**src/rtl/mips_ex_datapath_core.sv**
```systemverilog
// MIPS ID decoder, EX-stage ALU and EX/ME pipeline register.
// Decoder and ALU are combinational; the EX/ME register has a synchronous active-low reset.
module mips_ex_datapath_core (
    input  logic        clk,
    input  logic        rst,
    input  logic [5:0]  op,
    input  logic [5:0]  funct,
    output logic [3:0]  ctrl_alu,
    output logic        ctrl_reg_dst,
    output logic [1:0]  ctrl_src_a,
    output logic [1:0]  ctrl_src_b,
    output logic        ctrl_mem2reg,
    output logic        ctrl_ext,
    output logic        ctrl_reg_wr,
    output logic        ctrl_mem_wr,
    output logic [1:0]  ctrl_branch,
    output logic        ctrl_jump,
    input  logic [3:0]  ex_alu_op,
    input  logic [31:0] ex_in_a,
    input  logic [31:0] ex_in_b,
    input  logic [31:0] ex_store_data,
    input  logic [4:0]  ex_dst,
    input  logic        ex_mem2reg,
    input  logic        ex_mem_wr,
    input  logic        ex_reg_wr,
    output logic [31:0] alu_out,
    output logic [31:0] me_alu_out,
    output logic [31:0] me_store_data,
    output logic [4:0]  me_dst,
    output logic        me_mem2reg,
    output logic        me_mem_wr,
    output logic        me_reg_wr
);

    localparam logic [3:0] ALU_ADD  = 4'd0;
    localparam logic [3:0] ALU_SUB  = 4'd1;
    localparam logic [3:0] ALU_AND  = 4'd2;
    localparam logic [3:0] ALU_OR   = 4'd3;
    localparam logic [3:0] ALU_XOR  = 4'd4;
    localparam logic [3:0] ALU_NOR  = 4'd5;
    localparam logic [3:0] ALU_SLT  = 4'd6;
    localparam logic [3:0] ALU_SLTU = 4'd7;
    localparam logic [3:0] ALU_SLL  = 4'd8;
    localparam logic [3:0] ALU_SRL  = 4'd9;
    localparam logic [3:0] ALU_SRA  = 4'd10;

    localparam logic [1:0] SRC_A_RS    = 2'd0;
    localparam logic [1:0] SRC_A_16    = 2'd1;
    localparam logic [1:0] SRC_A_SHAMT = 2'd2;
    localparam logic [1:0] SRC_B_IMM   = 2'd1;

    logic [4:0] shamt;

    always_comb begin
        ctrl_alu     = ALU_ADD;
        ctrl_reg_dst = 1'b0;
        ctrl_src_a   = SRC_A_RS;
        ctrl_src_b   = 2'd0;
        ctrl_mem2reg = 1'b0;
        ctrl_ext     = 1'b0;
        ctrl_reg_wr  = 1'b0;
        ctrl_mem_wr  = 1'b0;
        ctrl_branch  = 2'b00;
        ctrl_jump    = 1'b0;
        case (op)
            6'h00: begin
                ctrl_reg_dst = 1'b1;
                ctrl_reg_wr  = 1'b1;
                case (funct)
                    6'h20, 6'h21: ctrl_alu = ALU_ADD;
                    6'h22, 6'h23: ctrl_alu = ALU_SUB;
                    6'h24: ctrl_alu = ALU_AND;
                    6'h25: ctrl_alu = ALU_OR;
                    6'h26: ctrl_alu = ALU_XOR;
                    6'h27: ctrl_alu = ALU_NOR;
                    6'h2A: ctrl_alu = ALU_SLT;
                    6'h2B: ctrl_alu = ALU_SLTU;
                    6'h00: begin ctrl_alu = ALU_SLL; ctrl_src_a = SRC_A_SHAMT; end
                    6'h02: begin ctrl_alu = ALU_SRL; ctrl_src_a = SRC_A_SHAMT; end
                    6'h03: begin ctrl_alu = ALU_SRA; ctrl_src_a = SRC_A_SHAMT; end
                    6'h04: ctrl_alu = ALU_SLL;
                    6'h06: ctrl_alu = ALU_SRL;
                    6'h07: ctrl_alu = ALU_SRA;
                    // Unknown funct decodes as a nop.
                    default: begin
                        ctrl_reg_dst = 1'b0;
                        ctrl_reg_wr  = 1'b0;
                    end
                endcase
            end
            6'h08, 6'h09: begin
                ctrl_alu = ALU_ADD; ctrl_src_b = SRC_B_IMM;
                ctrl_ext = 1'b1;    ctrl_reg_wr = 1'b1;
            end
            6'h0A, 6'h0B: begin
                ctrl_alu = (op == 6'h0A) ? ALU_SLT : ALU_SLTU;
                ctrl_src_b = SRC_B_IMM;
                ctrl_ext = 1'b1;    ctrl_reg_wr = 1'b1;
            end
            6'h0C: begin
                ctrl_alu = ALU_AND; ctrl_src_b = SRC_B_IMM; ctrl_reg_wr = 1'b1;
            end
            6'h0D: begin
                ctrl_alu = ALU_OR;  ctrl_src_b = SRC_B_IMM; ctrl_reg_wr = 1'b1;
            end
            6'h0E: begin
                ctrl_alu = ALU_XOR; ctrl_src_b = SRC_B_IMM; ctrl_reg_wr = 1'b1;
            end
            6'h0F: begin
                ctrl_alu = ALU_SLL; ctrl_src_a = SRC_A_16;
                ctrl_src_b = SRC_B_IMM; ctrl_reg_wr = 1'b1;
            end
            6'h23: begin
                ctrl_alu = ALU_ADD; ctrl_src_b = SRC_B_IMM; ctrl_ext = 1'b1;
                ctrl_mem2reg = 1'b1; ctrl_reg_wr = 1'b1;
            end
            6'h2B: begin
                ctrl_alu = ALU_ADD; ctrl_src_b = SRC_B_IMM; ctrl_ext = 1'b1;
                ctrl_mem_wr = 1'b1;
            end
            6'h04: begin
                ctrl_alu = ALU_SUB; ctrl_ext = 1'b1; ctrl_branch = 2'b01;
            end
            6'h05: begin
                ctrl_alu = ALU_SUB; ctrl_ext = 1'b1; ctrl_branch = 2'b10;
            end
            6'h02: ctrl_jump = 1'b1;
            default: ;
        endcase
    end

    assign shamt = ex_in_a[4:0];

    always_comb begin
        alu_out = 32'd0;
        case (ex_alu_op)
            ALU_ADD:  alu_out = ex_in_a + ex_in_b;
            ALU_SUB:  alu_out = ex_in_a - ex_in_b;
            ALU_AND:  alu_out = ex_in_a & ex_in_b;
            ALU_OR:   alu_out = ex_in_a | ex_in_b;
            ALU_XOR:  alu_out = ex_in_a ^ ex_in_b;
            ALU_NOR:  alu_out = ~(ex_in_a | ex_in_b);
            ALU_SLT:  alu_out = {31'd0, $signed(ex_in_a) < $signed(ex_in_b)};
            ALU_SLTU: alu_out = {31'd0, ex_in_a < ex_in_b};
            ALU_SLL:  alu_out = ex_in_b << shamt;
            ALU_SRL:  alu_out = ex_in_b >> shamt;
            ALU_SRA:  alu_out = $unsigned($signed(ex_in_b) >>> shamt);
            default:  alu_out = 32'd0;
        endcase
    end

    always_ff @(posedge clk) begin
        if (!rst) begin
            me_alu_out    <= 32'd0;
            me_store_data <= 32'd0;
            me_dst        <= 5'd0;
            me_mem2reg    <= 1'b0;
            me_mem_wr     <= 1'b0;
            me_reg_wr     <= 1'b0;
        end else begin
            me_alu_out    <= alu_out;
            me_store_data <= ex_store_data;
            me_dst        <= ex_dst;
            me_mem2reg    <= ex_mem2reg;
            me_mem_wr     <= ex_mem_wr;
            me_reg_wr     <= ex_reg_wr;
        end
    end

endmodule

```
**config.mk**
```make
export PLATFORM = sky130hd
export DESIGN_NAME = mips_ex_datapath_core
export DESIGN_NICKNAME = d
export VERILOG_FILES = /design/src/rtl/mips_ex_datapath_core.sv
export SDC_FILE = /design/constraint.sdc
export NUM_CORES = 1
export LEC_CHECK = 0
export ABC_AREA = 1
export BUFFER_PORTS_ARGS = -buffer_cell sky130_fd_sc_hd__buf_2
export CAP_MARGIN = 0
export CORE_MARGIN = 10
export CORE_UTILIZATION = 39
export DETAILED_ROUTE_END_ITERATION = 16
export PLACE_DENSITY = 0.68
export REMOVE_ABC_BUFFERS = 1
export SLEW_MARGIN = 20
export SYNTH_ARGS = -nofsm -noshare
export SYNTH_HDL_FRONTEND = slang
export SYNTH_SLANG_ARGS = --single-unit
```
**constraint.sdc**
```tcl
create_clock -name clk -period 6.6 [get_ports clk]
set_input_delay 0.33 -clock clk [delete_from_list [all_inputs] [get_ports clk]]
set_output_delay 0.33 -clock clk [all_outputs]
set_load 0.01 [all_outputs]
```
Word level (Yosys, flattened, before mapping)
Index checks and enable logic that the tools add are counted.

word-level totals
  register bits after elaboration = 72
  input port bits = 122

operators by class
  add/sub/neg operators = 2
  order comparisons = 2
  eq/ne operators = 38
  shifts and indexed selects = 3
  mux-type cells = 15
  bitwise logic cells = 4
  reductions and logical operators = 14

operators with widths
  kind                                                             number
  32-bit case mux with 11 select lines                             1
  6-bit == test, second input constant                             12
  32-bit less-than comparator                                      2
  6-bit by 4-bit == test with 1-bit output, second input constant  8
  4-bit case mux with 10 select lines                              1
  32-bit adder                                                     1
  32-bit bitwise AND                                               1
  32-bit NOT                                                       1
  32-bit OR                                                        1
  32-bit by 5-bit left shift with 32-bit output                    1
  32-bit by 5-bit right shift with 32-bit output                   1
  32-bit by 5-bit >>> shifter with 32-bit output                   1
  32-bit subtractor                                                1
  32-bit XOR                                                       1
  6-bit by 3-bit == test with 1-bit output, second input constant  5
  4-bit case mux with 7 select lines                               1
  6-bit by 2-bit == test with 1-bit output, second input constant  3
  4-bit by 3-bit == test with 1-bit output, second input constant  4
  16-bit OR reduction                                              1
  4-bit == test, second input constant                             3
  6-bit logical NOT                                                2
  2-bit OR reduction                                               6
  10-bit OR reduction                                              1
  9-bit OR reduction                                               1
  9 further kinds                                                  18

Depth between registers and ports, before layout
Gate-level depths: netlist of the first run.

  depth after elaboration = 4
  gate-level depth with buffers = 20
  mapped depth without buffers = 17

Worst setup path before layout of the first run
OpenSTA, ideal clock, no wires.

  path kind = input to output
  start = in ex_in_a[1]
  end = out alu_out[22]
  data arrival time = 2345 ps
  data required time = 6270 ps
  path slack = 3925 ps
  stages on the path = 19
  path buffers = 3
  cell sequence = buf_4 inv_4 buf_4 buf_2 fa_1 inv_1 nand2_1 o21ai_2 nand2_1 nand2_1 nand2_1 nand2_1 nand2_1 nand2_1 nand2_1 nand2_1 nor2_1 nor2_1 inv_1

on the way
  word-level cells in the longest chain between the ends = 2
  elaborated cells on any way between the ends = 6

ends and longest elaborated chain
  item                                       line  RTL
  start, declared                            19    input logic [31:0] ex_in_a,
  32-bit subtractor (tied with other cells)  138   ALU_SUB: alu_out = ex_in_a - ex_in_b;
  32-bit case mux with 11 select lines *     136   case (ex_alu_op)
  end, declared                              26    output logic [31:0] alu_out,

Every way passes the cells marked *; elsewhere a longest branch is shown, timed or not.

Final worst setup path of the first run
  start = in ex_in_a[0]
  end = out alu_out[0]

on the way
  word-level cells in the longest chain between the ends = 3
  elaborated cells on any way between the ends = 12

ends and longest elaborated chain
  item                                                       line
  branches (longest 2 deep; another with 32-bit subtractor)  --
  32-bit case mux with 11 select lines *                     136

Every way passes the cells marked *.

==> flow_summary.json, run 1 <==
{
  "grt_first_pass_wirelength_mm": 92.23,
  "syn_area_um2": 12760,
  "synth_compound_area_frac": 0.1274,
  "ys_dominant_reg_cell": "dfxtp_1",
  "synth_top_area_frac": 0.2351,
  "power_w": 0.002009,
  "fp.dieW_um": 200.9,
  "min_path_type": "primary input to flip-flop",
  "yosys_warnings": 0,
  "numClockSinks": 72,
  "n_fill_cell": 3761,
  "die_area_um2": 40340,
  "synth.ff_latch_count": 72,
  "crit_arrival_ns": 3.38,
  "io-pin-count": 242,
  "post-synth-top-area-cell": "nand2_1",
  "syn2layout_area_growth_pct": 12.61,
  "grt_pass1_vias": 15560,
  "min_period_ns": 3.707,
  "yosysMostFrequentCell": "nand2_1",
  "slowest_stage": "fa_1",
  "hold_buffers": 0,
  "ir_worst_vdd_mv": 0.1266,
  "synthMuxAreaShare": 0,
  "io_buffers": 240,
  "ctsResizeCount": 0,
  "tns_ns": 0,
  "nets": 2795,
  "synth-edff-count": 0,
  "num_rows": 66,
  "gr-total-overflow": 0,
  "postRouteAntennaNets": 0,
  "track_usage": 0.2932,
  "cp-end-kind": "primary output",
  "dp_hpwl_mm": 51.18,
  "critical_path_class": "primary input to primary output",
  "grt_antenna_before_repair": 0,
  "drtIter0Drc": 1894,
  "finalWirelength_mm": 62.28,
  "start_util": 0.3941,
  "leakage_nw": 8.444,
  "ff_latch_area_um2": 1441,
  "clockRootBuffer": "clkbuf_16",
  "gp_congestion": 1.030,
  "cap_violations": 0,
  "via_count": 16650,
  "drv_slew": 0,
  "path_buf_inv": 4,
  "tightestPinTransition_ns": 1.027,
  "cts_tree": "built",
  "outcome": "complete, no violations",
  "clock.fmax_mhz": 269.8,
  "path_cells": "buf_2, inv_4, ha_1, fa_1, inv_1, nand3_1, nand3_1, nand2_1, nand2_1, nand2_1, nand2_1, nand3_1, nand2_1, nor2_1, nor2_1, nand2_1, buf_2",
  "period_share": 0.5616,
  "crit_family": "simple AND/OR/NAND/NOR gates",
  "synth_area_leaders": "nand2_1 24%, nand3_1 14%, dfxtp_1 11%",
  "numCtsBuffers": 9,
  "cp-start-kind": "primary input",
  "drc": 0,
  "grt_max_degree": 76,
  "rsz0062_at_grt": "no",
  "h-tree-depth": 3,
  "cts_max_path_buffers": 2,
  "yosysSeqAreaShare": 0.1130,
  "multi_input_area_um2": 9380,
  "syn-instance-count": 2402,
  "async_flop_share": 0,
  "fp.dieH_um": 200.9,
  "worstPathMaxFanout": 33,
  "hold_viol_final": 0,
  "synth_xor_area_frac": 0.001373,
  "synth_cell_types": 61,
  "synth_top_family_by_area": "simple AND/OR/NAND/NOR gates",
  "drt_first_pass_iters": 6,
  "maxSlewHeadroom": 0.3150,
  "core_um2": 32370,
  "path_clk_slew_ns": 0.06,
  "postCtsSetupRepairBufs": 0,
  "setup_viol": 0,
  "synth-simple-area-share": 0.5017,
  "layout-drive-gt1-share": 0.1263,
  "crit_path_frequent_cell": "nand2_1",
  "synth_commonest_cells": "799 x nand2_1, 366 x nand3_1, 348 x inv_1",
  "drt-wirelength-per-cell_um": 20.65,
  "syn_area_per_cell_um2": 5.311,
  "synthAdderAreaFrac": 0.1042,
  "required_ns": 6.27,
  "power_density_nw_per_um2": 139.8,
  "max_stage_delay_ns": 0.40,
  "vias_per_cell": 5.520
}
## area by class of cell
class	instances	share of cell area
Inverter	362	0.09528
Timing Repair Buffer	255	0.09145
Clock inverter	6	0.004703
Multi-Input combinational cell	1868	0.6529
Sequential cell	72	0.1003
Antenna cell	1	0.0001742
Tap cell	442	0.03849
Clock buffer	10	0.01663
## power by group
part	total, W	leakage (nW)	switching (W)	internal, W
clock network	0.000516	0.150	0.000212	0.000305
registers	0.000469	0.596	0.00000621	0.000463
logic	0.00102	7.70	0.000723	0.000300
total	0.00201	8.44	0.000941	0.00107
## layout by cell type, fill, tap and decap left out, types with 5 or more instances in the layout
master,instances
a21oi_1,99
nand3_1,366
and2_1,13
nand2_1,799
o221ai_1,5
clkbuf_16,9
nor3_1,30
o21ai_0,70
inv_1,348
nand4_1,29
o211ai_1,27
nand2_2,10
o21bai_1,11
nor2_1,201
nor2_2,5
o21ai_1,16
inv_2,8
ha_1,103
dfxtp_1,72
buf_4,15
buf_2,240
o22ai_1,18
nand3_2,7
## per-layer routing
layer | track usage | up-vias | share of wire
met5 | 0 | - | 0
met4 | 0.1274 | 0 | 0.041
met3 | 0.04196 | 135 | 0.087
met2 | 0.4782 | 877 | 0.45
met1 | 0.3764 | 7613 | 0.42
li1 | - | 8024 | -
## stage by stage
| stage | cell area (um^2) | hold slack (ns) | util | cells | setup slack, ns |
|---|---|---|---|---|---|
| final | 14370 | 0.1509 | 0.4438 | 3016 | 2.893 |
| after CTS | 14360 | 0.1386 | 0.4437 | 3015 | 2.991 |
| after detailed placement | 14060 | 0.5141 | 0.4343 | 2999 | 2.994 |
| after global routing | 14360 | 0.1474 | 0.4437 | 3015 | 2.649 |
| after global placement | 14060 | 0.5109 | 0.4343 | 2999 | 3.047 |
| after floorplan | 12190 | 0.4235 | - | 2302 | 3.943 |
## sequential cells by signal (all words and copies together) (netlist names)
name and cells:
me_mem_wr 1, me_alu_out 32, me_mem2reg 1, me_store_data 32, me_reg_wr 1, me_dst 5
## worst min-delay path: cells and delay by family
family	cells	cell delay, ns
AND/OR/NAND/NOR	1	0.04
buffers and inverters	2	0.11
## final timing paths
kind	start	to	cells past startpoint
max	ex_in_a[0]	alu_out[0]	17
min	ex_store_data[4]	me_store_data[4]$_SDFF_PN0_	3
## kinds of logic (layout without fill, tap and decap cells)
logic type | Yosys count | after routing
xor gates and xnor gates | 2 | 2
adders and majority gates | 105 | 105
DFF | 72 | 72
AOI/OAI and AO/OA | 275 | 275
buffers and inverters | 462 | 633
other | 1 | 2
and+or+nand+nor | 1485 | 1485
No activity file was read; power rests on OpenSTA's default activity.
==> inputs of run 2 (changes only) <==
- ABC_AREA: 1 -> 0
- clock period: 6.6 -> 3.6 ns (I/O delays scaled with it)
==> flow_summary.json, run 2 <==
{
  "tns_ns": 0,
  "io-pin-count": 242,
  "synth-edff-count": 0,
  "multi_input_area_um2": 9544,
  "required_ns": 3.42,
  "core_um2": 29800,
  "fp.dieH_um": 194.1,
  "drt_first_pass_iters": 7,
  "synth_commonest_cells": "147 x nor2_1, 133 x nand2_1, 131 x a21oi_1",
  "clockRootBuffer": "clkbuf_16",
  "post-synth-top-area-cell": "mux4_2",
  "grt_max_degree": 72,
  "drt-wirelength-per-cell_um": 25.41,
  "outcome": "complete, no violations",
  "drc": 0,
  "syn2layout_area_growth_pct": 20.13,
  "layout_common_cells": "239 x buf_2, 147 x nor2_1, 133 x nand2_1",
  "drv_slew": 0,
  "dp_hpwl_mm": 44.00,
  "grt_pass1_vias": 13340,
  "period_share": 0.9599,
  "hold_viol_final": 0,
  "die_area_um2": 37690,
  "grt_antenna_before_repair": 0,
  "gr-total-overflow": 0,
  "postRouteAntennaNets": 0,
  "path_clk_slew_ns": 0.06,
  "postPlaceCellArea_um2": 13880,
  "synth_area_leaders": "mux4_2 14%, dfxtp_1 12%, ha_1 11%",
  "tightestPinTransition_ns": 0.8617,
  "yosys_warnings": 0,
  "worstPathMaxFanout": 4,
  "nets": 2003,
  "leakage_nw": 6.398,
  "synth_top_area_frac": 0.1371,
  "grtUsageMet2": 0.4219,
  "grt_first_pass_wirelength_mm": 82.86,
  "syn_area_um2": 11830,
  "cts_tree": "built",
  "vias_per_cell": 6.377,
  "hold_buffers": 0,
  "maxSlewHeadroom": 0.4194,
  "cp-end-kind": "primary output",
  "cp-start-kind": "primary input",
  "synth_cell_types": 88,
  "design_area_um2": 14210,
  "layout-drive-gt1-share": 0.2684,
  "whs_ns": 0.03032,
  "finalWirelength_mm": 55.19,
  "track_usage": 0.2765,
  "syn-instance-count": 1547,
  "yosysSeqAreaShare": 0.1219,
  "top_usage_layer": "met2",
  "drtIter0Drc": 1779,
  "async_flop_share": 0,
  "met1_usage": 0.3626,
  "fp.dieW_um": 194.1,
  "numClockSinks": 72,
  "gp_congestion": 1.048,
  "setup_viol": 0,
  "yosysMostFrequentCell": "nor2_1",
  "numCtsBuffers": 9,
  "start_util": 0.3969,
  "ir_worst_vdd_mv": 0.2197,
  "min_path_type": "primary input to flip-flop",
  "io_buffers": 240,
  "syn_area_per_cell_um2": 7.645,
  "cap_violations": 0,
  "crit_arrival_ns": 3.28,
  "num_rows": 63,
  "stdcell_count": 2172,
  "final_common_cell": "buf_2",
  "synth.ff_latch_count": 72,
  "min_period_ns": 3.456,
  "critical_path_class": "primary input to primary output",
  "setup_slack_ns": 0.1443,
  "h-tree-depth": 3,
  "placedCellCount": 2155,
  "ff_latch_area_um2": 1441,
  "n_fill_cell": 3021,
  "cts_max_path_buffers": 2,
  "ys_dominant_reg_cell": "dfxtp_1",
  "via_count": 13850,
  "use_met3": 0.07901,
  "power_density_nw_per_um2": 263.7,
  "dp_slack_ns": 0.1761,
  "reg_top3": "me_alu_out (32), me_store_data (32), me_dst (5)",
  "clock.fmax_mhz": 289.4
}
[run 2: cells by family (layout without fill, tap and decap cells)]
kind of cell,Yosys count,in the layout,share of synthesized area
mux,125,125,0.1835
fa+ha+maj,105,105,0.1124
simple gates,520,520,0.2150
xor+xnor,8,8,0.005925
other cells,1,2,0.0003171
compound gates,486,486,0.2844
buf+inv,230,464,0.07670
flops,72,72,0.1219
[run 2: what timing repair did]
action                     CTS  global route
gates resized for setup      0             6
setup endpoints to repair    0             4
setup buffers                0             0
[run 2: through the flow]
step	utilization	power, W
finish	0.4768	0.003746
global route	0.4767	0.003940
CTS	0.4759	0.003719
detailed placement	0.4659	0.002809
global placement	0.4659	0.002804
floorplan	-	0.001961
[run 2: worst paths after layout]
kind / startpoint / end / slack (ns) / cells past startpoint
worst max-delay path: ex_in_a[1] / alu_out[31] / 0.14 / 13
worst min-delay path: ex_store_data[22] / me_store_data[22]$_SDFF_PN0_ / 0.03 / 2
[run 2: metal layers]
layer,vias up,wire [um]
li1,6228,-
met1,6641,22440
met2,856,24320
met3,126,6483
met4,0,1944
met5,-,0
[run 2: critical path: stages]
cell	delay, ns
buf_2	0.12
inv_1	0.23
buf_4	0.20
ha_1	0.27
a211oi_1	0.36
o211ai_1	0.24
and2_1	0.27
o2111ai_1	0.34
nand2_1	0.19
nor4_1	0.49
a2111oi_4	0.12
nor2_1	0.12
buf_2	0.14
[run 2: power by group]
group	total, W	switching, W	internal (W)
Sequential	0.000869	0.0000122	0.000856
Combinational	0.00198	0.00121	0.000769
Clock	0.000898	0.000359	0.000540
Total	0.00375	0.00158	0.00217
[run 2: layout make-up]
cell class,instances,area share
inverters,105,0.02774
flip-flops and latches,72,0.1015
clock inverters,6,0.004844
diodes,1,0.0001761
clock buffers,10,0.01612
repair buffers,343,0.1435
multi-input cells,1245,0.6718
well taps,390,0.03435
